--- config.mk ---
export PLATFORM = sky130hd
export DESIGN_NAME = multicycle_control
export DESIGN_NICKNAME = d
export VERILOG_FILES = /design/src/rtl/riscv_pkg.sv /design/src/rtl/alu_decoder.sv /design/src/rtl/multicycle_control.sv
export SDC_FILE = /design/constraint.sdc
export NUM_CORES = 1
export LEC_CHECK = 0
export BUFFER_PORTS_ARGS = -buffer_cell sky130_fd_sc_hd__buf_2
export CELL_PAD_IN_SITES_DETAIL_PLACEMENT = 1
export CELL_PAD_IN_SITES_GLOBAL_PLACEMENT = 1
export CORE_UTILIZATION = 29
export CTS_CLUSTER_DIAMETER = 40
export DETAILED_ROUTE_END_ITERATION = 10
export GPL_ROUTABILITY_DRIVEN = 0
export HOLD_SLACK_MARGIN = 0.1
export PLACE_DENSITY_LB_ADDON = 0.25
export SETUP_SLACK_MARGIN = 0.02
export SLEW_MARGIN = 30
export SYNTH_ARGS = -nofsm -noshare
export SYNTH_HDL_FRONTEND = slang
export SYNTH_SLANG_ARGS = --single-unit
--- constraint.sdc ---
create_clock -name clk -period 2.4 [get_ports clk]
set_input_delay 0.36 -clock clk [delete_from_list [all_inputs] [get_ports clk]]
set_output_delay 0.36 -clock clk [all_outputs]
set_load 0.02 [all_outputs]
--- src/rtl/riscv_pkg.sv ---
// Shared encodings for the multicycle RV32I control path: FSM states,
// supported opcodes, funct3 values, ALU operation classes and ALU codes.
package riscv_pkg;

    localparam int unsigned OP_W     = 7;
    localparam int unsigned F3_W     = 3;
    localparam int unsigned ALUOP_W  = 2;
    localparam int unsigned ALUCTL_W = 3;
    localparam int unsigned SEL_W    = 2;

    typedef enum logic [3:0] {
        S_FETCH    = 4'd0,
        S_DECODE   = 4'd1,
        S_MEMADR   = 4'd2,
        S_MEMREAD  = 4'd3,
        S_MEMWB    = 4'd4,
        S_MEMWRITE = 4'd5,
        S_EXECR    = 4'd6,
        S_EXECI    = 4'd7,
        S_ALUWB    = 4'd8,
        S_BEQ      = 4'd9,
        S_JAL      = 4'd10,
        S_ILLEGAL  = 4'd11
    } state_t;

    localparam logic [OP_W-1:0] OP_LW  = 7'b0000011;
    localparam logic [OP_W-1:0] OP_SW  = 7'b0100011;
    localparam logic [OP_W-1:0] OP_R   = 7'b0110011;
    localparam logic [OP_W-1:0] OP_I   = 7'b0010011;
    localparam logic [OP_W-1:0] OP_BEQ = 7'b1100011;
    localparam logic [OP_W-1:0] OP_JAL = 7'b1101111;

    localparam logic [F3_W-1:0] F3_ADD = 3'b000;
    localparam logic [F3_W-1:0] F3_SLT = 3'b010;
    localparam logic [F3_W-1:0] F3_OR  = 3'b110;
    localparam logic [F3_W-1:0] F3_AND = 3'b111;

    localparam logic [ALUOP_W-1:0] ALUOP_ADD   = 2'b00;
    localparam logic [ALUOP_W-1:0] ALUOP_SUB   = 2'b01;
    localparam logic [ALUOP_W-1:0] ALUOP_FUNCT = 2'b10;

    localparam logic [ALUCTL_W-1:0] ALU_ADD = 3'b000;
    localparam logic [ALUCTL_W-1:0] ALU_SUB = 3'b001;
    localparam logic [ALUCTL_W-1:0] ALU_AND = 3'b010;
    localparam logic [ALUCTL_W-1:0] ALU_OR  = 3'b011;
    localparam logic [ALUCTL_W-1:0] ALU_SLT = 3'b101;

endpackage

--- src/rtl/alu_decoder.sv ---
// ALU operation decode.
// Ports: i_alu_op (operation class from FSM), i_funct3, i_op5 (opcode bit 5,
// set only for R-type among ALU ops), i_funct7b5; o_alu_control_c (combinational).
module alu_decoder
    import riscv_pkg::*;
(
    input  logic [ALUOP_W-1:0]  i_alu_op,
    input  logic [F3_W-1:0]     i_funct3,
    input  logic                i_op5,
    input  logic                i_funct7b5,
    output logic [ALUCTL_W-1:0] o_alu_control_c
);

    // funct7b5 selects sub only for R-type; for I-type it is immediate bits
    always_comb begin
        o_alu_control_c = ALU_ADD;
        case (i_alu_op)
            ALUOP_SUB:   o_alu_control_c = ALU_SUB;
            ALUOP_FUNCT: begin
                case (i_funct3)
                    F3_ADD:  o_alu_control_c = (i_op5 && i_funct7b5) ? ALU_SUB : ALU_ADD;
                    F3_SLT:  o_alu_control_c = ALU_SLT;
                    F3_OR:   o_alu_control_c = ALU_OR;
                    F3_AND:  o_alu_control_c = ALU_AND;
                    default: o_alu_control_c = ALU_ADD;
                endcase
            end
            default:     o_alu_control_c = ALU_ADD;
        endcase
    end

endmodule

--- src/rtl/multicycle_control.sv ---
// Multicycle RV32I control unit (lw, sw, R/I ALU, beq, jal).
// Inputs: clk, rst (async active-high), op/funct3/funct7b5 from IR, zero
// from ALU, mem_ready from memory. Outputs: mem_req, adr_src, write strobes,
// datapath mux selects, alu_control, imm_src and sticky illegal. Outputs are
// decoded from the state register; ir_write/pc_write follow mem_ready/zero.
module multicycle_control
    import riscv_pkg::*;
(
    input  logic                clk,
    input  logic                rst,
    input  logic [OP_W-1:0]     op,
    input  logic [F3_W-1:0]     funct3,
    input  logic                funct7b5,
    input  logic                zero,
    input  logic                mem_ready,
    output logic                mem_req,
    output logic                adr_src,
    output logic                mem_write,
    output logic                ir_write,
    output logic                reg_write,
    output logic                pc_write,
    output logic [SEL_W-1:0]    result_src,
    output logic [SEL_W-1:0]    alu_src_a,
    output logic [SEL_W-1:0]    alu_src_b,
    output logic [SEL_W-1:0]    imm_src,
    output logic [ALUCTL_W-1:0] alu_control,
    output logic                illegal
);

    state_t               r_state;
    state_t               w_next;
    logic [ALUOP_W-1:0]   w_alu_op;

    // State register
    always_ff @(posedge clk or posedge rst) begin
        if (rst) begin
            r_state <= S_FETCH;
        end else begin
            r_state <= w_next;
        end
    end

    // Next-state and per-state control decode
    always_comb begin
        w_next     = r_state;
        mem_req    = 1'b0;
        adr_src    = 1'b0;
        mem_write  = 1'b0;
        ir_write   = 1'b0;
        reg_write  = 1'b0;
        pc_write   = 1'b0;
        result_src = 2'b00;
        alu_src_a  = 2'b00;
        alu_src_b  = 2'b00;
        w_alu_op   = ALUOP_ADD;
        illegal    = 1'b0;

        case (r_state)
            S_FETCH: begin
                mem_req    = 1'b1;
                alu_src_b  = 2'b10;
                result_src = 2'b10;
                ir_write   = mem_ready;
                pc_write   = mem_ready;
                if (mem_ready) w_next = S_DECODE;
            end
            S_DECODE: begin
                alu_src_a = 2'b01;
                alu_src_b = 2'b01;
                case (op)
                    OP_LW, OP_SW: w_next = S_MEMADR;
                    OP_R:         w_next = S_EXECR;
                    OP_I:         w_next = S_EXECI;
                    OP_BEQ:       w_next = S_BEQ;
                    OP_JAL:       w_next = S_JAL;
                    default:      w_next = S_ILLEGAL;
                endcase
            end
            S_MEMADR: begin
                alu_src_a = 2'b10;
                alu_src_b = 2'b01;
                w_next    = (op == OP_LW) ? S_MEMREAD : S_MEMWRITE;
            end
            S_MEMREAD: begin
                mem_req = 1'b1;
                adr_src = 1'b1;
                if (mem_ready) w_next = S_MEMWB;
            end
            S_MEMWB: begin
                result_src = 2'b01;
                reg_write  = 1'b1;
                w_next     = S_FETCH;
            end
            S_MEMWRITE: begin
                mem_req   = 1'b1;
                adr_src   = 1'b1;
                mem_write = 1'b1;
                if (mem_ready) w_next = S_FETCH;
            end
            S_EXECR: begin
                alu_src_a = 2'b10;
                w_alu_op  = ALUOP_FUNCT;
                w_next    = S_ALUWB;
            end
            S_EXECI: begin
                alu_src_a = 2'b10;
                alu_src_b = 2'b01;
                w_alu_op  = ALUOP_FUNCT;
                w_next    = S_ALUWB;
            end
            S_ALUWB: begin
                reg_write = 1'b1;
                w_next    = S_FETCH;
            end
            S_BEQ: begin
                alu_src_a = 2'b10;
                w_alu_op  = ALUOP_SUB;
                pc_write  = zero;
                w_next    = S_FETCH;
            end
            S_JAL: begin
                alu_src_a = 2'b01;
                alu_src_b = 2'b10;
                pc_write  = 1'b1;
                w_next    = S_ALUWB;
            end
            S_ILLEGAL: begin
                illegal = 1'b1;
            end
            default: begin
                w_next = S_FETCH;
            end
        endcase

        // State is already FETCH under reset; only the strobes need masking
        if (rst) begin
            mem_req   = 1'b0;
            mem_write = 1'b0;
            ir_write  = 1'b0;
            reg_write = 1'b0;
            pc_write  = 1'b0;
            illegal   = 1'b0;
        end
    end

    // Immediate format select, independent of state
    always_comb begin
        imm_src = 2'b00;
        case (op)
            OP_SW:   imm_src = 2'b01;
            OP_BEQ:  imm_src = 2'b10;
            OP_JAL:  imm_src = 2'b11;
            default: imm_src = 2'b00;
        endcase
    end

    alu_decoder u_alu_decoder (
        .i_alu_op        (w_alu_op),
        .i_funct3        (funct3),
        .i_op5           (op[5]),
        .i_funct7b5      (funct7b5),
        .o_alu_control_c (alu_control)
    );

endmodule

; ---- Yosys cells after proc, flatten, opt, wreduce, memory -nomap -nowiden
; Cells that the tools add are included.
[totals]
ff_bits = 4
in_bits = 15
out_inout_bits = 18
wordCells = 68
[classes]
n_eq_ne = 25
mux = 27
bitwise_logic = 1
reduce_logical = 14
[ops]
columns = operator, count
row1 = $pmux 4 s7, 1
row2 = $pmux 4 s5, 1
row3 = $eq 4x3->1 const B, 4
row4 = $eq 4x4->1 const B, 4
row5 = $pmux 2 s2, 4
row6 = $eq 7x6->1 const B, 2
row7 = $eq 7x7->1 const B, 2
row8 = $mux 1, 13
row9 = $mux 4, 3
row10 = $pmux 3 s4, 1
row11 = $reduce_or 2->1, 6
row12 = $reduce_or 3->1, 3
row13 = $eq 4x2->1 const B, 2
row14 = $eq 7x2->1 const B, 1
row15 = $eq 7x5->1 const B, 1
row16 = $eq 3x3->1 const B, 2
row17 = $ne 2x2->1 const B, 3
row18 = $pmux 2 s3, 1
row19 = $pmux 3 s2, 1
row20 = $eq 4x1->1 const B, 1
row21 = $logic_not 4->1, 1
row22 = $reduce_and 4->1, 1
row23 = $reduce_or 4->1, 1
row24 = $eq 3x2->1 const B, 1
row25 = 7 further kinds, 7

; ---- Logic depth before layout (Yosys ltp)
; Gate-level depths: netlist of run 1.
[depth]
word_depth = 5
depth_mapped = 7
mapped_depth_nobuf = 6

; ---- Cells and area by module
; From an unflattened synthesis of run 1, not the netlist that was laid out.
[hier_totals]
hier_cells = 91
area_unflattened_um2 = 643.1
[modules_own_cells]
columns = mod, instances, cells_each, area_per_inst_um2, seq_area_each_um2
row1 = multicycle_control, 1, 80, 546.8, 100.1
row2 = alu_decoder, 1, 11, 96.3, 0.0

; ---- Least setup slack after synthesis of run 1
; No wires, ideal clock.
[synth_path]
path_type = input to output
startpoint = input port op[2]
endpoint = output port imm_src[0]
t_arrival_ns = 1.977
setup_slack_ns = 0.063
stages = 3
n_path_buf = 1
cell_sequence = or3_1 -> buf_2 -> a2111oi_0
[synth_between]
elab_chain_len = 2
word_cells_on_any_way = 4
cone_classes = eq/ne (3) / mux (1)
[synth_rtl]
columns = element, line_no
row1 = "start, declared", multicycle_control.sv:11  ; input logic [OP_W-1:0] op,
row2 = $eq 7x7->1 / $eq 7x6->1 (equally long branches), multicycle_control.sv:149  ; case (op)
row3 = $pmux 2 s3 *, multicycle_control.sv:149
row4 = "end, declared", multicycle_control.sv:25  ; output logic [SEL_W-1:0] imm_src,
; Mark *: on every way between the ends. The rest lies on a longest branch, timed or not.

; ---- Worst setup path after layout of run 1
[layout_path]
startpoint = register r_state[2]
endpoint = output port alu_control[1]
[layout_between]
elab_chain_len = 5
word_cells_on_any_way = 8
cone_classes = eq/ne (5) / mux (2) / reduce/logical (1)
[layout_rtl]
columns = element, line_no
row1 = "start, declared", multicycle_control.sv:30  ; state_t r_state;
row2 = "start signal, assigned", multicycle_control.sv:39  ; r_state <= w_next;
row3 = $eq 4x3->1, multicycle_control.sv:58  ; case (r_state)
row4 = $reduce_or 2->1 (no source line), -
row5 = $pmux 2 s2 *, multicycle_control.sv:58
row6 = $eq 2x2->1 / $eq 2x1->1 (equally long branches), alu_decoder.sv:17  ; case (i_alu_op)
row7 = $pmux 3 s2 *, alu_decoder.sv:17
row8 = "end, declared", multicycle_control.sv:26  ; output logic [ALUCTL_W-1:0] alu_control,
; Marks and branches as above.

==> reports/results.ini, run 1 <==
[sta]
finalMaxSlewViolations = 0
timing.setup.tns_ns = 0
final.setup_skew_ns = 0.0008379
post-route-worst-setup-slack_ns = 0.2062
grt_setup_unrepaired = false
tightestPinTransition_ns = 0.3195
fmax_ghz = 0.4558
fin_crit_sh_pct = 91.41
fin_crit_ns = 2.194
timing.slew.headroom_pct = 78.15
report.final.setup_viol = 0
hold_viol_final = 0

[global_route]
via_count_of_the_first_global_routing_pass = 687
grt_overflow_total = 0
pin_count_of_the_biggest_net_entering_global_routing = 12
global_route.usage.total_pct = 17.08
grt_antenna_before_repair = 0
grt_first_pass_wirelength_um = 2773

[placement]
dp_hpwl_um = 1503
port_bufs = 32
preCtsSetupSlack_ns = 0.3132
placed_cells = 147

[clock_tree]
clock_latency_ns = 0.23
clock_sinks = 4
clock-root-buffer = clkbuf_4
cts.path.max_buffers = 2
postCtsSetupBuffers = 0
tritoncts_clock_tree = built
cts_htree_levels = 1
clk_pin_slew_ns = 0.03
cts-buffers-inserted = 3

[final_layout]
final_util_pct = 42.49
drive_above_1_share_pct = 36.29
regArea_um2 = 100.1
layout.cells.most_common = buf_2
largestRegisters = r_state x4
largest_register_ff_count = 4
multi_input_area_um2 = 462.9
area_growth_pct = 36.51
n_antenna_cell = 0
finalNonFillerCells = 151
final_cell_mix = 32 x buf_2, 14 x nor3_1, 9 x nor2_1
largest_register = r_state
num-fill-cells = 277
num-nets-final = 143

[floorplanning]
std_cell_rows = 16
floorplan.initialDensity_pct = 31.12
chipHeight_um = 48.12
die_w_um = 48.12
number_of_top_level_design_ports = 33
die_area_um2 = 2316
core_um2 = 1982

[detailed_routing]
drtIter0Drc = 2
firstDrtPassIters = 2
drt-wirelength-per-cell_um = 12.03
post_drt_via_cell_ratio = 5.113
via_count = 772
antenna_violating_nets_post_route = 0
drt_drc_violations_left = 0
drt_wl_total_um = 1816

[logic_synthesis]
synth_fa_ha_area_share_pct = 4.057
synthArstFlopShare_pct = 100.0
mappedNetlistArea_um2 = 616.8
syn-num-nets = 108
synth-seq-cells = 4
synth_edf_count = 0
synth_warnings = 0
synth.distinct_cells = 34
compound_gate_portion_of_the_synthesized_area_pct = 22.72
synthesis.area_per_instance_um2 = 6.778
post_synth_inst_count = 91
synth_top_flop_cell = dfrtp_1
muxShareOfSynthArea_pct = 5.071
synth_top_family_by_area = simple AND/OR/NAND/NOR gates
synth_simple_gate_area_share_pct = 37.12
synth_seq_area_share_pct = 16.23
synth_xor_xnor_area_share_pct = 5.680

[worst_setup_path]
rr_worst_depth = 5
rr_startpoint = r_state[3]
crit_path_end_kind = primary output
cp.required_ns = 2.04
worstSetupPathType = flop to primary output
critPathMaxFanout = 11
crit_path_start_kind = flop
critical_path_arrival_ns = 1.83
crit_start = r_state[2]

[job]
timing.max_cap.violations = 0

[pwr]
vdd.ir_drop.worst_mv = 0.3519
report.power.total_mw = 0.9698
leakage_nw = 0.4281
power_density_normalized_to_cell_area_nw_per_um2 = 1152

[min_path]
holdCritPathClass = primary input to flop
worstHoldStart = op[5]
worst_hold_depth = 2

[status]
run_status = complete, no violations

kinds of logic after synthesis:
family	count (synthesis)
adders and majority gates	2
muxes	3
buffers and inverters	14
AOI/OAI and AO/OA	19
and+or+nand+nor	45
xor gates and xnor gates	4
DFF	4
report_power, final:
group	internal [mW]	switching, mW	total [mW]
logic	0.289	0.436	0.725
clock network	0.0557	0.0245	0.0801
registers	0.0998	0.0645	0.164
total	0.445	0.525	0.970
stage by stage:
stage | hold WS, ns | area, um2
3_3_place_gp | 0.3159 | 807.0
5_1_grt | 0.3820 | 842.1
6_report | 0.3589 | 842.1
3_5_place_dp | 0.3128 | 807.0
2_1_floorplan | 0.1312 | 616.8
4_1_cts | 0.3526 | 839.6
worst max-delay path, stage by stage, from the launching register on:
cell and delay, ns:
dfrtp_1 0.49, nor2b_2 0.25, nand3_1 0.15, ha_1 0.34
nor3_1 0.17, buf_2 0.19
cell usage after synthesis, types with 3 or more instances:
cell       n  area share [%]
a21oi_1    6             4.9
buf_2      3             2.4
clkbuf_1   3             1.8
dfrtp_1    4              16
inv_1      8             4.9
nand2_1    6             3.7
nand3_1    3             2.4
nor2_1     9             5.5
nor3_1    14              11
or3_1      3             3.0
worst paths after layout:
path / end / slack, ns
min reg2reg: r_state[3] / 0.64
min in group asynchronous: r_state[3] / 0.62
max in group asynchronous: r_state[1] / 1.62
max reg2reg: r_state[0] / 0.63
max: alu_control[1] / 0.21
min: r_state[1] / 0.36
metal layers:
metal	up-vias	share of wire, %	GRT usage, %
met5	-	0	0
met4	0	0.88	5.000
met3	2	4.1	2.222
li1	389	-	-
met2	26	51	33.78
met1	355	44	18.61
repair_timing:
item	4_1_cts	5_1_grt
setup endpoints to repair	0	1
hold buffers	1	0
gates resized for setup	0	1
hold endpoints to repair	4	0
cell type report:
cell class	instances	share of cell area, %
multi-input combinational	73	54.98
tap	27	4.012
sequential	4	11.89
timing repair buffer	36	22.88
clock buffer	3	2.675
inverter	8	3.566
Power figures use the tool's default switching activity.
==> run 2: changes to the inputs <==
--- a/config.mk
+++ b/config.mk
@@ -5,10 +5,11 @@
 export SDC_FILE = /design/constraint.sdc
 export NUM_CORES = 1
 export LEC_CHECK = 0
+export ABC_AREA = 1
 export BUFFER_PORTS_ARGS = -buffer_cell sky130_fd_sc_hd__buf_2
 export CELL_PAD_IN_SITES_DETAIL_PLACEMENT = 1
 export CELL_PAD_IN_SITES_GLOBAL_PLACEMENT = 1
-export CORE_UTILIZATION = 29
+export CORE_UTILIZATION = 26
 export CTS_CLUSTER_DIAMETER = 40
 export DETAILED_ROUTE_END_ITERATION = 10
 export GPL_ROUTABILITY_DRIVEN = 0
==> run 2 against run 1 <==
Effect of this change: non-clock buffer count down 3; cell count up 15%; synthesized area down 3.4%; worst setup slack better by 0.0078 ns; total power down 15%; sequential power down 18%; critical path depth up 3; highest routed layer is now met3.
==> reports/results.ini, run 2 <==
[clock_tree]
clock-root-buffer = clkbuf_4
postCtsSetupBuffers = 0  ; unchanged
clock_sinks = 4  ; unchanged
tritoncts_clock_tree = built
cts_htree_levels = 1  ; unchanged
cts-buffers-inserted = 3  ; unchanged
cts.path.max_buffers = 2  ; unchanged
cts_repair_resize_count = 0  ; unchanged
clk_pin_slew_ns = 0.04  ; about the same
cts-hold-fix-buffers = 1  ; unchanged
clock_latency_ns = 0.23  ; about the same

[sta]
fmax_ghz = 0.4575  ; +0.36%
timing.setup.tns_ns = 0  ; unchanged
finalMaxSlewViolations = 0  ; unchanged
fin_crit_ns = 2.186  ; -0.007812 ns
timing.slew.headroom_pct = 82.87  ; +4.7 points
hold_viol_final = 0  ; unchanged
fin_crit_sh_pct = 91.08  ; -0.33 points
grt_setup_unrepaired = false
final.setup_skew_ns = 0.0002605  ; -0.0005774 ns
report.final.setup_viol = 0  ; unchanged
tightestPinTransition_ns = 0.2549  ; -0.06456 ns

[floorplanning]
std_cell_rows = 16  ; unchanged
die_w_um = 49.86  ; +3.6%
number_of_top_level_design_ports = 33  ; unchanged
die_area_um2 = 2486  ; +7.4%
chipHeight_um = 49.86  ; +3.6%
floorplan.initialDensity_pct = 28.88  ; -2.2 points
core_um2 = 2062  ; +4.0%

[global_route]
pin_count_of_the_biggest_net_entering_global_routing = 7  ; -5
grt_antenna_before_repair = 0  ; unchanged
via_count_of_the_first_global_routing_pass = 823  ; +20%
global_route.usage.total_pct = 17.02  ; -0.055 points
grt_first_pass_wirelength_um = 3318  ; +20%
grt_overflow_total = 0  ; unchanged

[logic_synthesis]
synth_warnings = 0  ; unchanged
synth-seq-cells = 4  ; unchanged
synth_edf_count = 0  ; unchanged
synthesis.area_per_instance_um2 = 5.366  ; -21%
post_synth_most_frequent_cells = 27 x nand2_1, 20 x inv_1, 17 x nor2_1, 13 x nand3_1
post_synth_inst_count = 111  ; +22%
synth.distinct_cells = 19  ; -44%
synthDominantCellAreaShare_pct = 17.02  ; +0.79 points
yosysMostFrequentCell = nand2_1
yosysTopAreaCell = nand2_1
syn-num-nets = 128  ; +19%
synth_seq_area_share_pct = 16.81  ; +0.58 points
mappedNetlistArea_um2 = 595.6  ; -3.4%
ys_top_cells_by_area = nand2_1 17%, dfrtp_1 17%, inv_1 13%, nand3_1 11%, nor2_1 11%
synth_top_flop_cell = dfrtp_1
synthArstFlopShare_pct = 100.0  ; unchanged

[worst_setup_path]
worstSetupPathType = flop to primary output
max_stage_delay_cell_worst_path = dfrtp_1
worst-path-buf-inv = 3  ; +2
worst_path_dominant_cell_family = flip-flops
cp_cell_instances = inv_1 -> nand2_1 -> nor2_1 -> inv_1 -> ha_1 -> a21oi_1 -> a21oi_1 -> buf_2
critical_path_arrival_ns = 1.83  ; about the same
crit_path_start_kind = flop
critPathMaxFanout = 6  ; -5
crit_path_end_kind = primary output
regToRegSetupSlack_ns = 1.15  ; +0.52 ns
cp.required_ns = 2.04  ; about the same
critical_path.max_stage_delay_ns = 0.44  ; -0.05 ns

[pwr]
pwr-share-clk_pct = 10.1  ; +1.8 points
seq_power_share_pct = 16.2  ; -0.7 points
leakage_nw = 0.5234  ; +22%
vdd.ir_drop.worst_mv = 0.4041  ; +15%
power_density_normalized_to_cell_area_nw_per_um2 = 1001  ; -13%
report.power.total_mw = 0.8226  ; -15%
intPower_mw = 0.3496  ; -21%
comb_power_share_pct = 73.6  ; -1.2 points
total_switching_power_mw = 0.4730  ; -9.9%
switching_share_pct = 57.50  ; +3.3 points

[final_layout]
final_util_pct = 39.87  ; -2.6 points
final_cell_mix = 32 x buf_2, 27 x nand2_1, 20 x inv_1
largest_register_ff_count = 4  ; unchanged
largest_register = r_state
drive_above_1_share_pct = 35.37  ; -0.92 points
n_antenna_cell = 0  ; unchanged
largestRegisters = r_state x4
layout.cells.most_common = buf_2
num-nets-final = 166  ; +16%
area_growth_pct = 38.03

[status]
run_status = complete, no violations

[min_path]
holdCritPathClass = primary input to flop

[detailed_routing]
via_count = 772  ; unchanged
drtIter0Drc = 6  ; +4
drt_drc_violations_left = 0  ; unchanged
post_drt_via_cell_ratio = 4.437  ; -13%
drt_wl_total_um = 1853  ; +2.0%
firstDrtPassIters = 4  ; +2
drt-wirelength-per-cell_um = 10.65  ; -11%
antenna_violating_nets_post_route = 0  ; unchanged

[placement]
port_bufs = 32  ; unchanged
dp_hpwl_um = 1615  ; +7.5%

[job]
timing.max_cap.violations = 0  ; unchanged

-- run 2: layout make-up --
| cell class | count | area (um2) |
|---|---|---|
| clock buffers | 3 | 22.52 |
| well taps | 27 | 33.78 |
| inverters | 27 | 101.3 |
| fillers | 309 | 1240 |
| multi-input cells | 80 | 394.1 |
| flip-flops and latches | 4 | 100.1 |
| repair buffers | 33 | 170.2 |
-- run 2: cells by family after synthesis --
kind of cell / synth area share (%)
simple gates: 54.62
fa+ha+maj: 4.201
compound gates: 7.354
buf+inv: 17.02
flops: 16.81
-- run 2: worst paths after layout --
kind                       cells after the start  startpoint              to
min                                            4   mem_ready      r_state[2]
max reg2reg                                    8  r_state[1]      r_state[2]
max                                            8  r_state[1]  alu_control[0]
min reg2reg                                    2  r_state[0]      r_state[0]
min in group asynchronous                      3         rst      r_state[2]
max in group asynchronous                      3         rst      r_state[0]
-- run 2: tightest hold or removal path, delay by kind of cell --
kind          cells  cell delay (ns)
simple gates      2             0.14
buf+inv           2             0.15
-- run 2: layer usage --
metal  vias up  routed length (um)  part of all wire (%)  GRT usage (%)
met5         -                   0                     0              0
met4         0                   0                     0          5.714
met3         0                  63                   3.4          2.469
met1       343                 876                    47          21.04
li1        414                   -                     -              -
met2        15                 913                    49          29.73
-- run 2: power by group through the flow --
stage,logic [mW],registers (mW),clock network (mW)
6_report,0.606,0.134,0.0834
5_1_grt,0.677,0.137,0.0931
4_1_cts,0.615,0.134,0.0877
3_5_place_dp,0.611,0.134,0
3_3_place_gp,0.597,0.132,0
2_1_floorplan,0.442,0.128,0
-- run 2: through the flow --
step           cell area (um2)  instances  hold slack [ns]  setup WS (ns)
6_report                 822.0        174           0.4655         0.2140
5_1_grt                  822.0        174           0.4991        0.06224
4_1_cts                  822.0        174           0.4664         0.1927
3_5_place_dp             789.5        170           0.3297         0.4556
3_3_place_gp             789.5        170           0.3239         0.5739
2_1_floorplan            595.6        111           0.1344         0.5682
